## src/rtl/sm3_pkg.sv

```systemverilog
// Shared definitions for the SM3 message padder: block geometry, pad marker
// word, bit-length width and the padder state encoding.
package sm3_pkg;

    localparam int unsigned Sm3BlkWords = 16;
    localparam logic [31:0] Sm3PadWord  = 32'h8000_0000;
    localparam int unsigned LenW        = 64;

    typedef enum logic [2:0] {
        IDLE  = 3'd0,
        DATA  = 3'd1,
        PAD80 = 3'd2,
        ZERO  = 3'd3,
        LENHI = 3'd4,
        LENLO = 3'd5
    } sm3_pad_state_e;

    function automatic logic [2:0] mask_bytes(input logic [3:0] mask);
        return 3'(mask[0]) + 3'(mask[1]) + 3'(mask[2]) + 3'(mask[3]);
    endfunction

endpackage

```

## src/rtl/sm3_msg_pad.sv

```systemverilog
// SM3 message padder: forwards message words, then appends the 0x80 marker,
// zero fill and the 64-bit message bit length to complete 512-bit blocks.
//
// state | meaning
// IDLE  | waiting for the first word of a message (LENLO word may still be draining)
// DATA  | mid-message, accepting full words
// PAD80 | last word was full; next emitted word is the 0x80000000 marker
// ZERO  | emitting zero fill until the word index reaches 14
// LENHI | next emitted word is the upper 32 bits of the bit length
// LENLO | next emitted word is the lower 32 bits of the bit length (last of message)
module sm3_msg_pad
    import sm3_pkg::*;
#(
    parameter int unsigned LenW = 64
) (
    input  logic        clk_i,
    input  logic        rst_ni,
    input  logic        clr_i,
    input  logic [31:0] msg_d_i,
    input  logic [3:0]  msg_vld_byte_i,
    input  logic        msg_vld_i,
    input  logic        msg_lst_i,
    output logic        msg_rdy_o,
    output logic [31:0] blk_d_o,
    output logic        blk_vld_o,
    input  logic        blk_rdy_i,
    output logic        blk_eob_o,
    output logic        blk_lst_o,
    output logic        err_o
);

    localparam logic [3:0] IdxLast = 4'(Sm3BlkWords - 1);
    localparam logic [3:0] IdxLenHi = 4'(Sm3BlkWords - 2);

    sm3_pad_state_e    state_q, state_d;
    logic [3:0]        idx_q, idx_d;
    logic [LenW-1:0]   bitcnt_q, bitcnt_d;
    logic [31:0]       blk_d_q, blk_d_d;
    logic              blk_vld_q, blk_vld_d;
    logic              blk_eob_q, blk_eob_d;
    logic              blk_lst_q, blk_lst_d;
    logic              err_q, err_d;

    logic              out_free;
    logic              accept;
    logic              mask_legal;
    logic [3:0]        eff_mask;
    logic [31:0]       pad_word;
    logic [3:0]        idx_inc;
    logic              load;
    logic [63:0]       len_w;
    sm3_pad_state_e    after_fill;

    assign out_free  = !blk_vld_q || blk_rdy_i;
    assign msg_rdy_o = ((state_q == IDLE) || (state_q == DATA)) && out_free;
    assign accept    = msg_vld_i && msg_rdy_o && !clr_i;
    assign len_w     = 64'(bitcnt_q);
    assign idx_inc   = idx_q + 4'd1;
    // Zero fill is skipped entirely when the word just loaded leaves the index at 14.
    assign after_fill = (idx_inc == IdxLenHi) ? LENHI : ZERO;

    always_comb begin
        if (msg_lst_i) begin
            mask_legal = msg_vld_byte_i inside {4'h0, 4'h8, 4'hC, 4'hE, 4'hF};
        end else begin
            mask_legal = (msg_vld_byte_i == 4'hF);
        end
        eff_mask = mask_legal ? msg_vld_byte_i : 4'hF;

        case (eff_mask)
            4'h0:    pad_word = Sm3PadWord;
            4'h8:    pad_word = {msg_d_i[31:24], 8'h80, 16'h0000};
            4'hC:    pad_word = {msg_d_i[31:16], 8'h80, 8'h00};
            4'hE:    pad_word = {msg_d_i[31:8], 8'h80};
            default: pad_word = msg_d_i;
        endcase
    end

    always_comb begin
        state_d   = state_q;
        idx_d     = idx_q;
        bitcnt_d  = bitcnt_q;
        blk_d_d   = blk_d_q;
        blk_vld_d = blk_vld_q && !blk_rdy_i;
        blk_eob_d = blk_eob_q;
        blk_lst_d = blk_lst_q;
        err_d     = 1'b0;
        load      = 1'b0;

        if (clr_i) begin
            state_d   = IDLE;
            idx_d     = 4'd0;
            bitcnt_d  = '0;
            blk_vld_d = 1'b0;
            blk_eob_d = 1'b0;
            blk_lst_d = 1'b0;
        end else begin
            case (state_q)
                IDLE, DATA: begin
                    if (accept) begin
                        load     = 1'b1;
                        blk_d_d  = pad_word;
                        err_d    = !mask_legal;
                        bitcnt_d = bitcnt_q + LenW'({mask_bytes(eff_mask), 3'b000});
                        if (!msg_lst_i) begin
                            state_d = DATA;
                        end else if (eff_mask == 4'hF) begin
                            state_d = PAD80;
                        end else begin
                            state_d = after_fill;
                        end
                    end
                end
                PAD80: begin
                    if (out_free) begin
                        load    = 1'b1;
                        blk_d_d = Sm3PadWord;
                        state_d = after_fill;
                    end
                end
                ZERO: begin
                    if (out_free) begin
                        load    = 1'b1;
                        blk_d_d = 32'h0000_0000;
                        state_d = after_fill;
                    end
                end
                LENHI: begin
                    if (out_free) begin
                        load    = 1'b1;
                        blk_d_d = len_w[63:32];
                        state_d = LENLO;
                    end
                end
                LENLO: begin
                    if (out_free) begin
                        load     = 1'b1;
                        blk_d_d  = len_w[31:0];
                        bitcnt_d = '0;
                        state_d  = IDLE;
                    end
                end
                default: state_d = IDLE;
            endcase

            if (load) begin
                blk_vld_d = 1'b1;
                blk_eob_d = (idx_q == IdxLast);
                blk_lst_d = (state_q == LENLO);
                idx_d     = idx_inc;
            end else if (blk_rdy_i) begin
                blk_eob_d = 1'b0;
                blk_lst_d = 1'b0;
            end
        end
    end

    always_ff @(posedge clk_i or negedge rst_ni) begin
        if (!rst_ni) begin
            state_q   <= IDLE;
            idx_q     <= 4'd0;
            bitcnt_q  <= '0;
            blk_d_q   <= 32'h0000_0000;
            blk_vld_q <= 1'b0;
            blk_eob_q <= 1'b0;
            blk_lst_q <= 1'b0;
            err_q     <= 1'b0;
        end else begin
            state_q   <= state_d;
            idx_q     <= idx_d;
            bitcnt_q  <= bitcnt_d;
            blk_d_q   <= blk_d_d;
            blk_vld_q <= blk_vld_d;
            blk_eob_q <= blk_eob_d;
            blk_lst_q <= blk_lst_d;
            err_q     <= err_d;
        end
    end

    assign blk_d_o   = blk_d_q;
    assign blk_vld_o = blk_vld_q;
    assign blk_eob_o = blk_eob_q;
    assign blk_lst_o = blk_lst_q;
    assign err_o     = err_q;

endmodule

```

## config.mk

```make
export PLATFORM = sky130hd
export DESIGN_NAME = sm3_msg_pad
export DESIGN_NICKNAME = d
export VERILOG_FILES = /design/src/rtl/sm3_pkg.sv /design/src/rtl/sm3_msg_pad.sv
export SDC_FILE = /design/constraint.sdc
export NUM_CORES = 1
export LEC_CHECK = 0
export ABC_AREA = 1
export CAP_MARGIN = 10
export CORE_MARGIN = 10
export CORE_UTILIZATION = 61
export CTS_BUF_LIST = sky130_fd_sc_hd__clkbuf_8
export CTS_CLUSTER_SIZE = 25
export DETAILED_ROUTE_END_ITERATION = 6
export PLACE_DENSITY_LB_ADDON = 0.08
export SYNTH_ARGS = -nofsm -noshare
export SYNTH_HDL_FRONTEND = slang
export SYNTH_SLANG_ARGS = --single-unit
```

## constraint.sdc

```tcl
create_clock -name clk_i -period 4.3 [get_ports clk_i]
set_input_delay 0.645 -clock clk_i [delete_from_list [all_inputs] [get_ports clk_i]]
set_output_delay 0.645 -clock clk_i [all_outputs]
set_load 0.005 [all_outputs]
```

==> flow_summary.ini, run 1 <==
[pwr]
p_per_area_nw_per_um2 = 398.7
p_leak_nw = 3.540
peakVddDrop_mv = 0.2944
power_mw = 3.123

[logic_synthesis]
yosys_most_used_dff = dfrtp_1
synth_edf_count = 0
yosysSeqAreaShare_pct = 38.48
synthArstFlopShare_pct = 100.0
avgSynthCellArea_sq_um = 7.090
synth.ff_latch_count = 104
yosys_warnings = 0
syn_inst = 954
postSynthNetCount = 1011
synth.distinct_cells = 49
syn_area_sq_um = 6764

[route]
dr.pass1.iters = 7
drcViolationCount = 0
drt.antenna.violating_nets = 0
vias = 6779
wl_um = 20600
first_iter_violations = 647
avgViaCountPerCell = 5.774
avgRoutedWirePerCell_um = 17.55

[global_route]
grtUsageTotal_pct = 26.01
grt_overflow_total = 0
grt_pass1_wl_um = 33220
grt_use_met3_pct = 6.886
met2_usage_pct = 38.91
antenna_found_initial = 0
grt_max_degree = 49
grt-busiest-layer = met2
met1_usage_pct = 35.81
grt_pass1_vias = 6412

[cts]
cts.repair.resized = 0
clock-root-buffer = clkbuf_8
cts_buffers = 9
clk_pin_slew_ns = 0.11
cts_buffer_depth = 2
ctsHoldBuffers = 0
h-tree-depth = 3
worstSkewPairLatency_ns = 0.40
post_cts_buffers = 0
cts_tree = built
clkSinkCount = 104

[floorplan]
initial_utilization_pct = 62.40
die-area_sq_um = 15700
fp.dieW_um = 125.3
core_area_sq_um = 10840
rows = 38
ios = 79
die_h_um = 125.3

[sta]
worst_slack_ns = 0.3865
rsz0062_at_grt = false
max_freq_mhz = 255.5
finalCriticalPeriod_ns = 3.914
finalCritPeriodShare_pct = 91.01
worstMarginPinSlew_ns = 0.8801
slew_headroom_pct = 40.96
final_hold_viol_count = 0
setup_violations = 0
fin_worst_hold_slack_ns = 0.2355
drv_slew = 0
clock_skew_ns = 0.01266
setup_tns_ns = 0

[placement]
place_congestion = 0.9876
numPortBuffers = 78
dp_slack_ns = 0.01884
dp_hpwl_um = 15680
place_inst = 1158

[setup_path]
setup.worst_path.end_class = flip-flop
critPathRequiredTime_ns = 4.60
cpMostUsedCell = nand2_1
timing.critical_path.cells = clkdlybuf4s50_1 > nand2_1 > o21ai_1 > nand2_1 > nor2_1 > fa_1 > inv_1 > ha_1 > ha_1 > inv_1 > fa_1 > o21ai_4 > nand4_4 > nor2_4 > nand3_1 > nor2_1 > nand2_1 > nand2_1 > nor2_1
max_stage_delay_ns = 0.52
crit_type = in2reg
crit_path_start_kind = input port
crit_arrival_ns = 4.22
cpMaxStageDelayCell = clkdlybuf4s50_1
crit_path_max_fanout = 6

[final_layout]
fin_cells = 1174
mostFrequentLayoutCell = nand2_1
diodes = 0
drive_gt1_share_pct = 7.060
fillers = 916
nNetsFinal = 1086
layout_common_cells = 222 x nand2_1, 175 x nor2_1, 116 x inv_1
syn_to_final_growth_pct = 15.80

[worst_hold_path]
hold_class = in2async

[flow_run]
maxCapViolCount = 0

[run_status]
status = finished, final reports clean
worst max-delay path: cells and delay by family:
family / cells / cell delay, ns
AOI/OAI and AO/OA: 2 / 0.42
adders and majority gates: 4 / 1.22
buffers and inverters: 3 / 0.67
and+or+nand+nor: 10 / 1.26
flip-flops by register name (all words and copies together) (netlist names):
register / flops
blk_lst_o: 1
err_o: 1
idx_q: 4
bitcnt_q: 61
state_q: 3
blk_eob_o: 1
blk_d_o: 32
blk_vld_o: 1
through the flow:
stage          area, sq um  util, %
3_3_place_gp          7646    70.53
6_report              7833    72.25
2_1_floorplan         6764        -
5_1_grt               7833    72.25
4_1_cts               7833    72.25
3_5_place_dp          7646    70.53
cell type report:
class	instances	area [sq um]	area share [%]
Multi-Input combinational cell	702	3565	45.51
Inverter	128	480.5	6.134
Timing Repair Buffer	84	823.3	10.51
Clock buffer	9	123.9	1.581
Clock inverter	7	62.56	0.7987
Tap cell	140	175.2	2.236
Sequential cell	104	2603	33.23
where the power goes:
part	internal, mW	switching [mW]	total, mW
Sequential	1.17	0.122	1.29
Combinational	0.540	0.686	1.23
Clock	0.223	0.386	0.609
kinds of logic (layout without fill, tap and decap cells):
family	Yosys count	count (layout)	synth area share, %
AOI/OAI and AO/OA	136	136	12.25
xor gates and xnor gates	8	8	1.036
DFF	104	104	38.48
and+or+nand+nor	543	543	36.42
adders and majority gates	15	15	2.997
buffers and inverters	148	228	8.823
Yosys cell counts, drive strengths merged (3+ instances only):
library cell / n / area share [%]
a31oi: 26 / 2.4
a22oi: 19 / 2.1
ha: 13 / 2.4
nand4: 29 / 2.9
inv: 127 / 7.0
a21oi: 34 / 2.5
nand3: 58 / 4.7
nor3: 17 / 1.6
o21a: 5 / 0.55
nand2: 232 / 13
a221oi: 4 / 0.52
xnor2: 3 / 0.39
o22ai: 6 / 0.55
dfrtp: 104 / 38
nor2: 193 / 12
nor3b: 7 / 0.85
clkbuf: 9 / 0.67
xor2: 5 / 0.65
o21ai: 36 / 2.8
buf: 11 / 1.1
worst paths after layout:
| check | slack (ns) | from | cells after the start | end |
|---|---|---|---|---|
| worst max-delay path | 0.39 | msg_vld_byte_i[2] | 19 | bitcnt_q[49] |
| worst min-delay path | 0.24 | rst_ni | 1 | blk_d_o[7] |
| worst max register to register | 1.30 | state_q[2] | 6 | blk_d_o[7] |
| worst min register to register | 0.50 | blk_d_o[14] | 2 | blk_d_o[14] |
| max in group asynchronous | 3.16 | rst_ni | 2 | bitcnt_q[17] |
| min in group clk_i | 0.50 | blk_d_o[14] | 2 | blk_d_o[14] |
metal layers:
layer  vias up  wire (um)
li1       3260          -
met1      3102       8811
met2       365       8905
met3        52       2356
met4         0        526
met5         -          0
Note: power is estimated with default switching activity, not from simulation.
==> run 2, diff against run 1 <==
- REMOVE_ABC_BUFFERS: default -> 1
==> flow_summary.ini, run 2 (synthesis results as in run 1) <==
[setup_path]
critPathRequiredTime_ns = 4.58
crit_path_max_fanout = 6
crit_path_start_kind = input port
setup.worst_path.end_class = flip-flop
crit_arrival_ns = 4.24
crit_type = in2reg

[global_route]
grt_pass1_vias = 6503
grtUsageTotal_pct = 26.49
grt_max_degree = 45
grt_pass1_wl_um = 34270
grt_overflow_total = 0
antenna_found_initial = 0

[final_layout]
nNetsFinal = 1088
fillers = 913
largest_reg_flops = 61
fin_cells = 1176
mostFrequentLayoutCell = nand2_1
top_register = bitcnt_q
syn_to_final_growth_pct = 16.15
layout_common_cells = 222 x nand2_1, 175 x nor2_1, 118 x inv_1
drive_gt1_share_pct = 7.046
diodes = 0
post-route-util_pct = 72.47

[sta]
setup_violations = 0
finalCritPeriodShare_pct = 92.20
rsz0062_at_grt = false
slew_headroom_pct = 23.76
finalCriticalPeriod_ns = 3.965
final_hold_viol_count = 0
clock_skew_ns = 0.01219
drv_slew = 0
max_freq_mhz = 252.2
setup_tns_ns = 0
worstMarginPinSlew_ns = 1.139
worst_slack_ns = 0.3352

[flow_run]
maxCapViolCount = 0

[floorplan]
initial_utilization_pct = 62.40
die_h_um = 125.3
core_area_sq_um = 10840
die-area_sq_um = 15700
fp.dieW_um = 125.3
ios = 79
rows = 38

[pwr]
pwr-share-seq_pct = 40.7
p_comb_share_pct = 39.3
p_per_area_nw_per_um2 = 404.1
clock_power_share_pct = 19.9
peakVddDrop_mv = 0.3395
power_mw = 3.175
p_sw_mw = 1.191
internal_power_mw = 1.984
swShare_pct = 37.50
p_leak_nw = 3.554

[cts]
clkSinkCount = 104
clock-root-buffer = clkbuf_8
cts_tree = built
cts.repair.resized = 0
ctsHoldBuffers = 0
cts_buffers = 9
post_cts_buffers = 0
worstSkewPairLatency_ns = 0.38
cts_buffer_depth = 2
clk_pin_slew_ns = 0.10
h-tree-depth = 3

[placement]
dp_slack_ns = 0.02631
numPortBuffers = 78
place_congestion = 1.025
place_inst = 1160
dp_hpwl_um = 16140

[route]
avgViaCountPerCell = 5.753
vias = 6765
dr.pass1.iters = 7
drt.antenna.violating_nets = 0
avgRoutedWirePerCell_um = 17.73
first_iter_violations = 853
drcViolationCount = 0
wl_um = 20850

[worst_hold_path]
hold_class = in2async

[run_status]
status = finished, final reports clean
run 2: cell count changes in the layout (fill, tap and decap cells not counted), sizes merged:
cell      previous run  this run
clkinv               5         2
buf                  7         9
bufinv               0         1
clkinvlp             0         1
inv                130       131
run 2: per-layer routing:
metal	up-vias	GRT usage (%)	wire length (um)
met5	-	0	0
met4	0	6.369	470
met3	44	6.717	2137
met2	329	41.59	9421
met1	3124	35.92	8819
li1	3268	-	-
run 2: worst paths after layout:
path	slack, ns	start	end	depth (start not counted)
max	0.34	msg_vld_byte_i[3]	bitcnt_q[57]	19
min	0.26	rst_ni	idx_q[2]	1
max reg2reg	1.33	state_q[2]	blk_d_o[18]	7
min reg2reg	0.50	blk_d_o[14]	blk_d_o[14]	2
max in group asynchronous	3.13	rst_ni	bitcnt_q[52]	2
min in group clk_i	0.50	blk_d_o[14]	blk_d_o[14]	2
run 2: metrics by stage:
stage               area, sq um  hold WS [ns]
detailed placement         7661        0.4802
floorplan                  6648        0.3494
global route               7856        0.2837
global placement           7661        0.4669
CTS                        7856        0.2811
finish                     7856        0.2640
run 2: power groups by stage:
stage | Sequential [mW] | Combinational, mW | Clock (mW)
after global routing | 1.33 | 1.38 | 0.670
after floorplan | 1.31 | 0.611 | 0
after global placement | 1.30 | 1.22 | 0
after CTS | 1.29 | 1.26 | 0.636
after detailed placement | 1.31 | 1.25 | 0
final | 1.29 | 1.25 | 0.633
run 2: cell type report:
class | count | area [sq um] | share of cell area [%]
clock buffer | 9 | 123.9 | 1.577
inverter | 128 | 480.5 | 6.116
timing repair buffer | 86 | 838.3 | 10.67
sequential | 104 | 2603 | 33.13
tap | 140 | 175.2 | 2.230
multi-input combinational | 702 | 3565 | 45.37
clock inverter | 7 | 71.32 | 0.9078
run 2: critical path, stage by stage:
cell and delay, ns:
clkdlybuf4s50_1 0.51, nand2_1 0.06, o21ai_1 0.14, nand2_1 0.14, nor2_1 0.24, fa_1 0.46
inv_1 0.07, ha_1 0.12, ha_1 0.16, inv_1 0.07, fa_1 0.45, o21ai_4 0.25
nand4_4 0.20, nor2_4 0.21, nand3_1 0.10, nor2_1 0.19, nand2_1 0.07, nand2_1 0.07
nor2_1 0.05
==> run 3, diff against run 2 <==
--- a/constraint.sdc
+++ b/constraint.sdc
@@ -3,2 +3,2 @@
 set_output_delay 0.645 -clock clk_i [all_outputs]
-set_load 0.005 [all_outputs]
+set_load 0.05 [all_outputs]
==> results of run 3 <==
The final DEF is identical to that of run 2. Status: finished, final reports clean.
Main changes from that run: total power 3.175 mW -> 3.731 mW; worst IR drop on VDD 0.3395 mV -> 0.4093 mV
